[config.mk]
export PLATFORM = sky130hd
export DESIGN_NAME = c_writeback_ctrl_flat
export DESIGN_NICKNAME = d
export VERILOG_FILES = /design/src/rtl/matmul_pkg.sv /design/src/rtl/c_writeback_ctrl_if.sv /design/src/rtl/c_writeback_ctrl_blk_index_ctr.sv /design/src/rtl/c_writeback_ctrl.sv /design/src/flat_wrapper.sv
export SDC_FILE = /design/constraint.sdc
export NUM_CORES = 1
export LEC_CHECK = 0
export CAP_MARGIN = 15
export CORE_ASPECT_RATIO = 0.7
export CORE_MARGIN = 4
export CORE_UTILIZATION = 50
export CTS_BUF_LIST = sky130_fd_sc_hd__clkbuf_2
export DETAILED_ROUTE_END_ITERATION = 10
export PLACE_DENSITY = 0.79
export REMOVE_ABC_BUFFERS = 1
export SLEW_MARGIN = 40
export SYNTH_ARGS = -nofsm -noshare
export SYNTH_HDL_FRONTEND = slang
export SYNTH_SLANG_ARGS = --single-unit
[constraint.sdc]
create_clock -name clk -period 1.5 [get_ports clk]
set_input_delay 0.375 -clock clk [delete_from_list [all_inputs] [get_ports clk]]
set_output_delay 0.375 -clock clk [all_outputs]
set_load 0.01 [all_outputs]
[src/rtl/matmul_pkg.sv]
// matmul_pkg: shared constants and write-back FSM encoding for the blocked 8x8 matmul datapath
package matmul_pkg;
  localparam int N          = 8;
  localparam int BLK        = 2;
  localparam int NUM_BLK    = N * N / (BLK * BLK);
  localparam int COL_STRIDE = N;
  localparam int DATA_W     = 19;
  localparam int ADDR_W     = 8;
  localparam int IDX_W      = $clog2(N);
  typedef enum logic [2:0] {IDLE, W00, W10, W01, W11, DONE} wb_state_t;
endpackage

[src/rtl/c_writeback_ctrl_if.sv]
// c_writeback_ctrl_if: MAC-result handshake plus C RAM write port
interface c_writeback_ctrl_if import matmul_pkg::*; ();
  logic              res_valid;
  logic              res_ready;
  logic [DATA_W-1:0] c00;
  logic [DATA_W-1:0] c10;
  logic [DATA_W-1:0] c01;
  logic [DATA_W-1:0] c11;
  logic              c_we;
  logic [ADDR_W-1:0] c_addr;
  logic [DATA_W-1:0] c_wdata;
  logic              done;
  modport master (output res_valid, c00, c10, c01, c11, input res_ready, c_we, c_addr, c_wdata, done);
  modport slave  (input res_valid, c00, c10, c01, c11, output res_ready, c_we, c_addr, c_wdata, done);
endinterface

[src/rtl/c_writeback_ctrl_blk_index_ctr.sv]
// blk_index_ctr: walks 2x2 block origins, j inner and i outer, flagging the final block
module blk_index_ctr import matmul_pkg::*; (
  input  logic             clk,
  input  logic             reset,
  input  logic             adv,
  output logic [IDX_W-1:0] i,
  output logic [IDX_W-1:0] j,
  output logic             last
);
  logic [IDX_W-1:0] i_q, i_d, j_q, j_d;
  logic             j_wrap;
  always_comb begin
    j_wrap = j_q == IDX_W'(N - BLK);
    i_d    = (adv && j_wrap) ? i_q + IDX_W'(BLK) : i_q;
    j_d    = adv ? (j_wrap ? '0 : j_q + IDX_W'(BLK)) : j_q;
  end
  always_ff @(posedge clk) begin
    if (!reset) begin
      i_q <= '0;
      j_q <= '0;
    end else begin
      i_q <= i_d;
      j_q <= j_d;
    end
  end
  assign i    = i_q;
  assign j    = j_q;
  assign last = j_wrap && i_q == IDX_W'(N - BLK);
endmodule

[src/rtl/c_writeback_ctrl.sv]
// c_writeback_ctrl: serialises 2x2 C blocks into column-major single-word C RAM writes
module c_writeback_ctrl import matmul_pkg::*; (
  input logic               clk,
  input logic               reset,
  c_writeback_ctrl_if.slave bus
);
  wb_state_t                        state_q, state_d;
  logic [BLK*BLK-1:0][DATA_W-1:0]   hold_q, hold_d;
  logic                             we_q, we_d, done_q, done_d;
  logic [ADDR_W-1:0]                addr_q, addr_d;
  logic [DATA_W-1:0]                wdata_q, wdata_d;
  logic [IDX_W-1:0]                 i, j;
  logic                             adv, last, accept, writing, row_off, col_off;
  blk_index_ctr u_idx (.clk(clk), .reset(reset), .adv(adv), .i(i), .j(j), .last(last));
  assign bus.res_ready = reset && (state_q == IDLE || state_q == W11);
  // Each W state emits its own word at the following edge; row/col offsets pick buffer slot and address.
  always_comb begin
    accept  = bus.res_valid && bus.res_ready;
    writing = state_q inside {W00, W10, W01, W11};
    row_off = state_q inside {W10, W11};
    col_off = state_q inside {W01, W11};
    adv     = state_q == W11;
    hold_d  = accept ? {bus.c11, bus.c01, bus.c10, bus.c00} : hold_q;
    we_d    = writing;
    addr_d  = writing ? ADDR_W'((int'(j) + int'(col_off)) * COL_STRIDE + int'(i) + int'(row_off)) : addr_q;
    wdata_d = writing ? hold_q[{col_off, row_off}] : wdata_q;
    done_d  = done_q || state_q == DONE;
    state_d = state_q == W00 ? W10 :
              state_q == W10 ? W01 :
              state_q == W01 ? W11 :
              (state_q == W11 && last) ? DONE :
              accept ? W00 :
              state_q == W11 ? IDLE : state_q;
  end
  always_ff @(posedge clk) begin
    if (!reset) begin
      state_q <= IDLE;
      hold_q  <= '0;
      we_q    <= 1'b0;
      addr_q  <= '0;
      wdata_q <= '0;
      done_q  <= 1'b0;
    end else begin
      state_q <= state_d;
      hold_q  <= hold_d;
      we_q    <= we_d;
      addr_q  <= addr_d;
      wdata_q <= wdata_d;
      done_q  <= done_d;
    end
  end
  assign bus.c_we    = we_q;
  assign bus.c_addr  = addr_q;
  assign bus.c_wdata = wdata_q;
  assign bus.done    = done_q;
endmodule

[src/flat_wrapper.sv]
// flat-port wrapper written by rule: the top's interface ports become plain ports
module c_writeback_ctrl_flat import matmul_pkg::*;
  (clk, reset, bus_res_valid, bus_c00, bus_c10, bus_c01, bus_c11, bus_res_ready, bus_c_we, bus_c_addr, bus_c_wdata, bus_done);
  c_writeback_ctrl_if bus_i ();
  input logic clk;
  input logic reset;
  input wire logic [$bits(bus_i.res_valid)-1:0] bus_res_valid;
  input wire logic [$bits(bus_i.c00)-1:0] bus_c00;
  input wire logic [$bits(bus_i.c10)-1:0] bus_c10;
  input wire logic [$bits(bus_i.c01)-1:0] bus_c01;
  input wire logic [$bits(bus_i.c11)-1:0] bus_c11;
  output wire logic [$bits(bus_i.res_ready)-1:0] bus_res_ready;
  output wire logic [$bits(bus_i.c_we)-1:0] bus_c_we;
  output wire logic [$bits(bus_i.c_addr)-1:0] bus_c_addr;
  output wire logic [$bits(bus_i.c_wdata)-1:0] bus_c_wdata;
  output wire logic [$bits(bus_i.done)-1:0] bus_done;
  assign bus_i.res_valid = bus_res_valid;
  assign bus_i.c00 = bus_c00;
  assign bus_i.c10 = bus_c10;
  assign bus_i.c01 = bus_c01;
  assign bus_i.c11 = bus_c11;
  assign bus_res_ready = bus_i.res_ready;
  assign bus_c_we = bus_i.c_we;
  assign bus_c_addr = bus_i.c_addr;
  assign bus_c_wdata = bus_i.c_wdata;
  assign bus_done = bus_i.done;
  c_writeback_ctrl u_core (.clk(clk), .reset(reset), .bus(bus_i));
endmodule
==> flow_summary.ini <==
[run_status]
status = complete, but fails checks
failed_checks = setup timing

[final_layout]
final_cells = 891
diodes = 0
syn_to_final_growth_pct = 65.7
drive_gt1_share_pct = 44.7
nets = 844

[clocking]
clock_sinks = 111
hold_buffers = 0
clock_latency_ns = 0.68
path_clk_slew_ns = 0.32
clk_path_buf_depth = 2
htree_num_levels = 3
cts_buffers = 9
cts_tree = built
cts_root_buf = clkbuf_2

[pwr]
pwr-share-seq_pct = 43.4
p_sw_share_pct = 36.7
clkPwrFrac_pct = 14.4
p_switching_mw = 3.14
p_per_area_nw_per_um2 = 1060
leakagePower_nw = 3.37
p_comb_share_pct = 42.2
ir_drop_v = 0.000627
p_int_mw = 5.42

[detailed_routing]
detail-route-antenna-nets = 0
drt_first_pass_iters = 6
vias_per_cell = 6.48
drc = 0
routed-via-count = 5776
routed_wl_microns = 21800
drt_iter0_markers = 665
routedWlPerCell_microns = 24.4

[hold_path]
worstHoldStart = bus_c11[8]
hp-class = primary input to flip-flop

[worst_setup_path]
arrival_ns = 1.43
critPathCaptureType = output pin
critPathMaxFanout = 2
worstPathRequired_ns = 1.12
critPathLaunchType = flip-flop
worstPathCellList = nor3_4 > buf_2
critPathBufInv = 1
path_class = flip-flop to output pin
critPathTopFamily = flip-flops
r2r_start = u_core.state_q[0]
slowest_stage = dfxtp_4
critPathMaxStageDelay_ns = 0.44
startpoint = u_core.state_q[0]

[die]
die_w_microns = 126
start_util_pct = 52.7
dieHeight_microns = 90.8
row_count = 29
dieArea_sq_um = 11500
core-area_sq_um = 9290
ios = 109

[grt]
antenna_found_initial = 0
grt_pass1_wl_microns = 23100
grt_max_degree = 78
grt_pass1_vias = 4690
gr-total-overflow = 0
track_usage_pct = 24.6

[timing]
slew_violations = 0
fin_skew_ns = 0.0562
fin_setup_tns_ns = -15.15
fin_crit_ns = 1.80
rsz0062_at_grt = true
hold_ws_ns = 0.242
fin_ws_ns = -0.302
period_share_pct = 120
finalSetupViolations = 131
fmax_ghz = 0.555
hold_viol = 0

[synthesis]
synthCells = 614
yosysTopAreaCell = dfxtp_1
yosys_register_bits = 111
ys_seq_area_share_pct = 45.4
synth_cell_types = 39
synth_edf_count = 0
syn-cell-area_sq_um = 4900
avgSynthCellArea_sq_um = 7.97
synth.area.top_cells = dfxtp_1 (45%), nand2_1 (12%), o21ai_0 (6.2%)
yosys.area.top_type_share_pct = 45.4
synthArstFlopShare_pct = 0
synth_flop_cell = dfxtp_1
ys_warn_count = 0

[place]
dp_hpwl_microns = 9160
gp_congestion = 0.777
io_buffers = 107
placed_cells = 814

[run]
cap_violations = 0
state kept, by name, indices dropped and copies added (netlist names):
signal and flops:
u_core.state_q 3, u_core.bus.c_addr 7, u_core.bus.done 1, u_core.bus.c_wdata 19, u_core.hold_q 76, u_core.u_idx.j 2, u_core.u_idx.i 2, u_core.bus.c_we 1
metrics by stage:
step	setup WS [ns]	instance area, sq um	total power [mW]	utilization (%)
floorplan	-2.44	4570	4.60	-
global placement	-0.273	6110	5.61	65.8
detailed placement	-0.247	6110	5.68	65.8
CTS	-0.248	6630	7.25	71.4
global route	-0.326	8110	8.78	87.3
finish	-0.302	8110	8.56	87.3
power groups by stage:
stage / clock network (mW) / registers [mW] / logic (mW)
floorplan: 0 / 3.72 / 0.880
global placement: 0 / 3.64 / 1.97
detailed placement: 0 / 3.65 / 2.03
CTS: 1.18 / 3.63 / 2.44
global route: 1.33 / 3.72 / 3.73
finish: 1.24 / 3.71 / 3.61
final cells by class:
class | instances | area [sq um]
clock buffer | 11 | 55.1
clock inverter | 4 | 23.8
fill | 431 | 1180
inverter | 2 | 7.51
multi-input combinational | 441 | 3210
sequential | 111 | 2270
tap | 124 | 155
timing repair buffer | 198 | 2390
tightest hold or removal path, cell delays in order:
cell             delay, ns
clkdlybuf4s50_1       0.42
nand2_2               0.06
o21ai_1               0.05
synthesized netlist by cell type, types with 2 or more instances:
| cell | n |
|---|---|
| nand3_1 | 24 |
| ha_1 | 2 |
| buf_2 | 17 |
| clkbuf_1 | 24 |
| and2_1 | 19 |
| dfxtp_1 | 111 |
| nor2_1 | 6 |
| o22ai_1 | 19 |
| a31oi_1 | 2 |
| buf_6 | 4 |
| buf_4 | 13 |
| and3_1 | 20 |
| nand2_1 | 157 |
| o21ai_0 | 61 |
| nor3b_1 | 19 |
| nor3_1 | 3 |
| a21oi_1 | 14 |
| or3_1 | 2 |
| buf_1 | 2 |
| xnor2_1 | 2 |
| o21ai_1 | 41 |
| nor2b_1 | 3 |
| a21oi_2 | 15 |
| a311oi_1 | 19 |
final timing paths:
check        depth (start not counted)                endpoint  slack [ns]
max                                  2           bus_res_ready       -0.30
min                                  3       u_core.hold_q[65]        0.24
max reg2reg                          6  u_core.bus.c_wdata[12]       -0.29
min reg2reg                          2       u_core.hold_q[44]        0.48
repair_timing:
item / 4_1_cts / 5_1_grt
pin swaps: 12 / 107
buffers inserted: 23 / 12
resized for setup: 201 / 264
gates cloned: 3 / 24
hold endpoints to repair: 0 / 0
setup endpoints to repair: 34 / 131
placed cells by master (no fill, tap or decap), drive strengths merged, types with 6 or more instances in the layout:
cell type        n
nand3           24
buf            105
o22ai           19
a311oi          19
nor3b           19
dfxtp          111
clkdlybuf4s50   77
o21ai          103
and2            19
nand2          157
clkbuf          27
and3            20
a21oi           29
nor2             6
kinds of logic after synthesis:
family          synth area share (%)
compound gates                  21.8
xor+xnor                       0.358
fa+ha+maj                      0.511
buf+inv                         6.80
flops                           45.4
mux                            0.204
other cells                   0.0766
simple gates                    24.9
per-layer routing:
layer / share of wire (%) / global-route usage, % / vias to the layer above
met2: 46 / 38.4 / 485
met4: 5.7 / 6.70 / 0
met3: 11 / 7.51 / 142
met5: 0 / 0 / -
li1: - / - / 2434
met1: 38 / 33.1 / 2715
Note: power is estimated with default switching activity, not from simulation.
